**src/rtl/aq_ifu_ibuf_ctrl.sv**
```systemverilog
// IFU ibuf pointer/occupancy control: fetch-to-IDU valid in 1 cycle, or 0 with the IBUF_BYPASS_EN head bypass.
// Backpressure: create_rdy is low when fewer than 2 entries are free; the head is held until idu_ibuf_retire_rdy.
module aq_ifu_ibuf_ctrl #(
  parameter int ENTRY_NUM = 8,
  parameter int PTR_W     = 3
) (
  input  logic                 forever_cpuclk,
  input  logic                 cpurst_b,
  input  logic                 ibuf_flush_en,
  input  logic                 ifu_ibuf_create_vld,
  input  logic [1:0]           ifu_ibuf_create_num,
  output logic                 ibuf_ifu_create_rdy,
  output logic [ENTRY_NUM-1:0] ibuf_entry_create_en,
  output logic [ENTRY_NUM-1:0] ibuf_entry_create_sel,
  output logic                 ibuf_idu_inst_vld,
  input  logic                 idu_ibuf_retire_rdy,
  output logic [ENTRY_NUM-1:0] ibuf_entry_retire_en,
  output logic [PTR_W-1:0]     ibuf_rd_ptr,
  output logic [PTR_W:0]       ibuf_entry_cnt,
  output logic                 ibuf_empty,
  output logic                 ibuf_full,
  output logic                 ibuf_idu_bypass_sel
);

  localparam logic [PTR_W:0] ENTRY_CNT = (PTR_W+1)'(ENTRY_NUM);

  logic [PTR_W-1:0] wr_ptr;
  logic [PTR_W-1:0] rd_ptr;
  logic [PTR_W:0]   cnt;
  logic [PTR_W-1:0] wr_ptr_nxt;
  logic [PTR_W-1:0] rd_ptr_nxt;
  logic [PTR_W:0]   cnt_nxt;
  logic [PTR_W-1:0] wr_ptr_p1;
  logic [PTR_W:0]   free_cnt;
  logic             create_acc;
  logic             retire_acc;
  logic             bypass;
  logic             num_is2;
  logic [1:0]       wr_adv;

  assign free_cnt            = ENTRY_CNT - cnt;
  assign ibuf_ifu_create_rdy = free_cnt >= (PTR_W+1)'(2);
  assign ibuf_empty          = cnt == '0;
  assign ibuf_full           = cnt == ENTRY_CNT;
  assign ibuf_entry_cnt      = cnt;
  assign ibuf_rd_ptr         = rd_ptr;

  assign num_is2    = ifu_ibuf_create_num == 2'd2;
  assign create_acc = ifu_ibuf_create_vld & ibuf_ifu_create_rdy & ~ibuf_flush_en;
  assign wr_ptr_p1  = wr_ptr + PTR_W'(1);

`ifdef IBUF_BYPASS_EN
  // Empty buffer and a ready IDU: slot 0 goes straight to decode.
  assign bypass = create_acc & ibuf_empty & idu_ibuf_retire_rdy;
`else
  assign bypass = 1'b0;
`endif

  assign ibuf_idu_bypass_sel = bypass;
  assign ibuf_idu_inst_vld   = ~ibuf_empty | bypass;
  assign retire_acc = ibuf_idu_inst_vld & idu_ibuf_retire_rdy & ~ibuf_flush_en & ~bypass;

  always_comb begin
    ibuf_entry_create_en  = '0;
    ibuf_entry_create_sel = '0;
    wr_adv                = 2'd0;
    if (create_acc) begin
      if (bypass) begin
        wr_adv = num_is2 ? 2'd1 : 2'd0;
        if (num_is2) begin
          ibuf_entry_create_en[wr_ptr]  = 1'b1;
          ibuf_entry_create_sel[wr_ptr] = 1'b1;
        end
      end else begin
        wr_adv = num_is2 ? 2'd2 : 2'd1;
        ibuf_entry_create_en[wr_ptr] = 1'b1;
        if (num_is2) begin
          ibuf_entry_create_en[wr_ptr_p1]  = 1'b1;
          ibuf_entry_create_sel[wr_ptr_p1] = 1'b1;
        end
      end
    end
  end

  always_comb begin
    ibuf_entry_retire_en = '0;
    if (retire_acc) begin
      ibuf_entry_retire_en[rd_ptr] = 1'b1;
    end
  end

  assign wr_ptr_nxt = wr_ptr + PTR_W'(wr_adv);
  assign rd_ptr_nxt = rd_ptr + PTR_W'(retire_acc);
  assign cnt_nxt    = cnt + (PTR_W+1)'(wr_adv) - (PTR_W+1)'(retire_acc);

  // Entries drop their own valid bits on flush; only the pointers live here.
  always_ff @(posedge forever_cpuclk or negedge cpurst_b) begin
    if (!cpurst_b) begin
      wr_ptr <= '0;
      rd_ptr <= '0;
      cnt    <= '0;
    end else if (ibuf_flush_en) begin
      wr_ptr <= '0;
      rd_ptr <= '0;
      cnt    <= '0;
    end else begin
      wr_ptr <= wr_ptr_nxt;
      rd_ptr <= rd_ptr_nxt;
      cnt    <= cnt_nxt;
    end
  end

  a_create_num_legal: assert property (@(posedge forever_cpuclk) disable iff (!cpurst_b)
    ifu_ibuf_create_vld |-> (ifu_ibuf_create_num == 2'd1 || ifu_ibuf_create_num == 2'd2));

endmodule
```
**config.mk**
```make
export PLATFORM = sky130hd
export DESIGN_NAME = aq_ifu_ibuf_ctrl
export DESIGN_NICKNAME = d
export VERILOG_FILES = /design/src/rtl/aq_ifu_ibuf_ctrl.sv
export SDC_FILE = /design/constraint.sdc
export NUM_CORES = 1
export LEC_CHECK = 0
export CORE_ASPECT_RATIO = 0.75
export CORE_UTILIZATION = 46
export DETAILED_ROUTE_END_ITERATION = 10
export PLACE_DENSITY = 0.85
export SYNTH_ARGS = -nofsm -noshare
export SYNTH_HDL_FRONTEND = slang
export SYNTH_SLANG_ARGS = --single-unit
export TNS_END_PERCENT = 100
```
**constraint.sdc**
```tcl
create_clock -name forever_cpuclk -period 4.4 [get_ports forever_cpuclk]
set_clock_uncertainty 0.1 [all_clocks]
set_input_delay 0.88 -clock forever_cpuclk [delete_from_list [all_inputs] [get_ports forever_cpuclk]]
set_output_delay 0.88 -clock forever_cpuclk [all_outputs]
set_load 0.01 [all_outputs]
```
==> summary.txt <==
Clock network
  – Worst-skew pair later-pin latency: 0.27 ns
  – Clock tree from TritonCTS: yes
  – H-tree depth: 1
  – Cts hold-fix bufs: 0
  – Clock Sinks: 10
  – Clk root buf: clkbuf_4
  – Clock buffer depth: 2
  – CTS Buf Count: 3
  – Postcts setup bufs: 0
  – Clock slew at reported path FFs: 0.07 ns
  – Resized cells post-CTS: 0

Worst hold path
  – Hold path startpoint: ibuf_rd_ptr[0]
  – Hold Path End: ibuf_rd_ptr[0]
  – Hold Path Stages: 2
  – Worst Hold Class: reg -> reg

Floorplan
  – Row count: 14
  – Die height: 43.0 microns
  – IO Pins: 43
  – Die Span X: 56.6 microns
  – Die area: 2430 sq um
  – Initial core utilization: 0.502
  – Core area: 2050 sq um

Critical path
  – Critical-path maximum fanout: 12
  – Critical path endpoint category: output pin
  – Reg2reg end: ibuf_entry_cnt[3]
  – Crit Path Class: in -> out
  – R2R Path Start: ibuf_entry_cnt[0]
  – Crit path launch type: primary input
  – Worst reg-to-reg path cell count: 13
  – R2R setup slack: 1.31 ns
  – Critical Path AT: 2.95 ns
  – Req. time, crit path: 3.42 ns

Power
  – Cell internal pwr: 0.429 mW
  – Net Sw Power: 0.377 mW
  – Sequential group share of total power: 0.203
  – P_leak: 0.601 nW
  – Peak VDD IR: 475 uV
  – Clock network power share: 0.079
  – Combinational Power Share: 0.718
  – Power Density: 547 nW/um^2
  – Sw frac: 0.467

Synthesis
  – Largest family of logic cells by synthesized area: simple AND/OR/NAND/NOR gates
  – Ys Warns: 0
  – XOR/XNOR Fraction of Synth Area: 0.0511
  – Adder-cell share of the synthesized area: 0.197
  – Area leader, netlist: dfrtp_1
  – Area share of the largest cell type after synthesis: 0.243
  – Syn Inst Count: 129
  – Share of the yosys chip area belonging to registers: 0.243
  – EDFF count, synth: 0
  – Synth cell types: 31
  – Cell area after synthesis: 1030 sq um
  – Synth area leaders: dfrtp_1, ha_1, nor2_1, nor2b_1, nor3_1
  – Synth Area in Simple Gates: 0.354
  – Seq cells post-synth: 10
  – Most used DFF post-synth: dfrtp_1
  – Synth Area in Compound Gates: 0.0815
  – Mux cell area share after synthesis: 0
  – Net count after synthesis: 151
  – Share of flip-flops with an asynchronous set or reset: 1.00
  – Mean Syn Cell Area: 7.97 sq um

Timing
  – Tcrit/Tclk final: 0.893
  – Fin crit period: 3.93 ns
  – Worst slew pin tran: 0.597 ns
  – Final Max Tran Viols: 0
  – Fmax achieved: 255 MHz
  – Hold Vio Cnt, Final: 0
  – RSZ-0062 raised after global routing: false
  – Setup_tns: 0 ns
  – Slew HR: 0.601
  – Hold WS: 0.594 ns
  – Final Setup Violations: 0

Global routing
  – Initial antenna violation count: 0
  – Global Route Usage Sum: 0.246
  – Largest net degree at the start of global routing: 15
  – First-pass GRT wire length: 4.59 mm
  – Vias in the first global route: 1007
  – GRT overflow: 0

Final layout
  – Design Area, Final: 1470 sq um
  – Area growth from synthesis to layout: 43.2%
  – # diodes: 0
  – Post-route insts no fill: 194
  – Nets: 194
  – Share of cells above drive strength 1: 0.0529
  – Util after Layout: 0.719
  – Filler Cells Inserted: 158

Placed design
  – Placed instance count: 191
  – Hpwl dp: 2.30 mm
  – Gpl congestion: 0.817
  – Number of buffers added on ports: 41
  – Cell Area, Placed: 1450 sq um

Detailed routing
  – DRT iter0 DRCs: 39
  – Post-route DRC: 0
  – Via Count: 1049
  – Total Routed Length: 2.75 mm
  – Pre-antenna DRT Iters: 4
  – DRT antenna net count: 0
  – Wire per inst: 14.1 microns
  – Vias per cell: 5.41

Status
  – Status: completed

Flow run
  – Max-cap viol count: 0
[cell usage after synthesis (all sizes together), types with 4 or more instances]
cell type and number:
nor3 10, a21oi 6, nand2 8, ha 13, nand2b 7, inv 12
nor2b 9, dfrtp 10, xnor2 4, nor2 20
[power by group through the flow]
stage                     Sequential (mW)  Combinational [mW]  Clock, mW
after global routing                0.171               0.640     0.0698
after floorplan                     0.160               0.375          0
after detailed placement            0.164               0.582          0
after CTS                           0.163               0.585     0.0661
final                               0.163               0.579     0.0636
after global placement              0.160               0.551          0
[state kept, by name (all words and copies together), names as in the netlist]
register / cells
ibuf_rd_ptr: 3
ibuf_entry_cnt: 4
wr_ptr: 3
[stage by stage]
| step | worst slack (ns) | power, mW |
|---|---|---|
| 6_report | 0.471 | 0.806 |
| 5_1_grt | 0.309 | 0.881 |
| 4_1_cts | 0.490 | 0.813 |
| 3_5_place_dp | 0.482 | 0.746 |
| 3_3_place_gp | 0.600 | 0.711 |
| 2_1_floorplan | 1.53 | 0.535 |
[worst max path at each step]
| stage | to | start | cells past startpoint |
|---|---|---|---|
| 2_1_floorplan | ibuf_entry_create_en[5] | ibuf_flush_en | 4 |
| 3_3_place_gp | ibuf_entry_retire_en[0] | ibuf_flush_en | 6 |
| 3_5_place_dp | ibuf_entry_retire_en[1] | ibuf_flush_en | 6 |
| 4_1_cts | ibuf_entry_retire_en[1] | ibuf_flush_en | 6 |
| 5_1_grt | ibuf_entry_retire_en[1] | ibuf_flush_en | 6 |
| 6_report | ibuf_entry_retire_en[1] | ibuf_flush_en | 6 |
[cells in the final DEF, fill, tap and decap left out]
master / netlist / layout
clkbuf_4: 0 / 3
a211oi_2: 1 / 1
fa_1: 2 / 2
nand4_1: 2 / 2
nor3b_1: 2 / 2
nor3_1: 9 / 9
a21o_1: 2 / 2
a21oi_1: 6 / 6
ha_1: 13 / 13
xnor2_1: 4 / 4
nor2_1: 19 / 19
nor2b_1: 9 / 9
nand3_1: 3 / 3
nand2_1: 8 / 8
or2_1: 1 / 1
conb_1: 1 / 1
or3_1: 3 / 3
inv_2: 1 / 1
a211oi_4: 1 / 1
nor4_1: 3 / 3
nor2_2: 1 / 1
dfrtp_1: 10 / 10
xor2_1: 2 / 2
nand2b_1: 7 / 7
buf_4: 1 / 1
o22ai_1: 1 / 1
nor4b_1: 1 / 1
inv_1: 11 / 11
and2_1: 1 / 1
clkdlybuf4s50_1: 0 / 41
nor3_2: 1 / 1
[cell type report]
cell class	count	area (sq um)	share of cell area
Sequential cell	10	250	0.170
Multi-Input combinational cell	103	707	0.480
Inverter	12	45.0	0.0306
Timing Repair Buffer	42	418	0.284
Tap cell	24	30.0	0.0204
Clock buffer	3	22.5	0.0153
[critical path: stages]
cell             delay [ns]
clkdlybuf4s50_1        0.41
buf_4                  0.18
nor3b_1                0.49
nand2_1                0.19
nor3_1                 0.20
clkdlybuf4s50_1        0.59
[routing by layer]
layer | vias to the layer above | track usage | share of wire
li1 | 514 | - | -
met1 | 508 | 0.289 | 0.41
met2 | 25 | 0.464 | 0.55
met3 | 2 | 0.0549 | 0.032
met4 | 0 | 0.0390 | 0.0055
met5 | - | 0 | 0
[logic make-up after synthesis]
kind of cell | after synthesis
other | 1
DFF | 10
and+or+nand+nor | 70
buffers and inverters | 16
adders and majority gates | 15
xor gates and xnor gates | 6
AOI/OAI and AO/OA | 11
No activity file was read; power rests on OpenSTA's default activity.
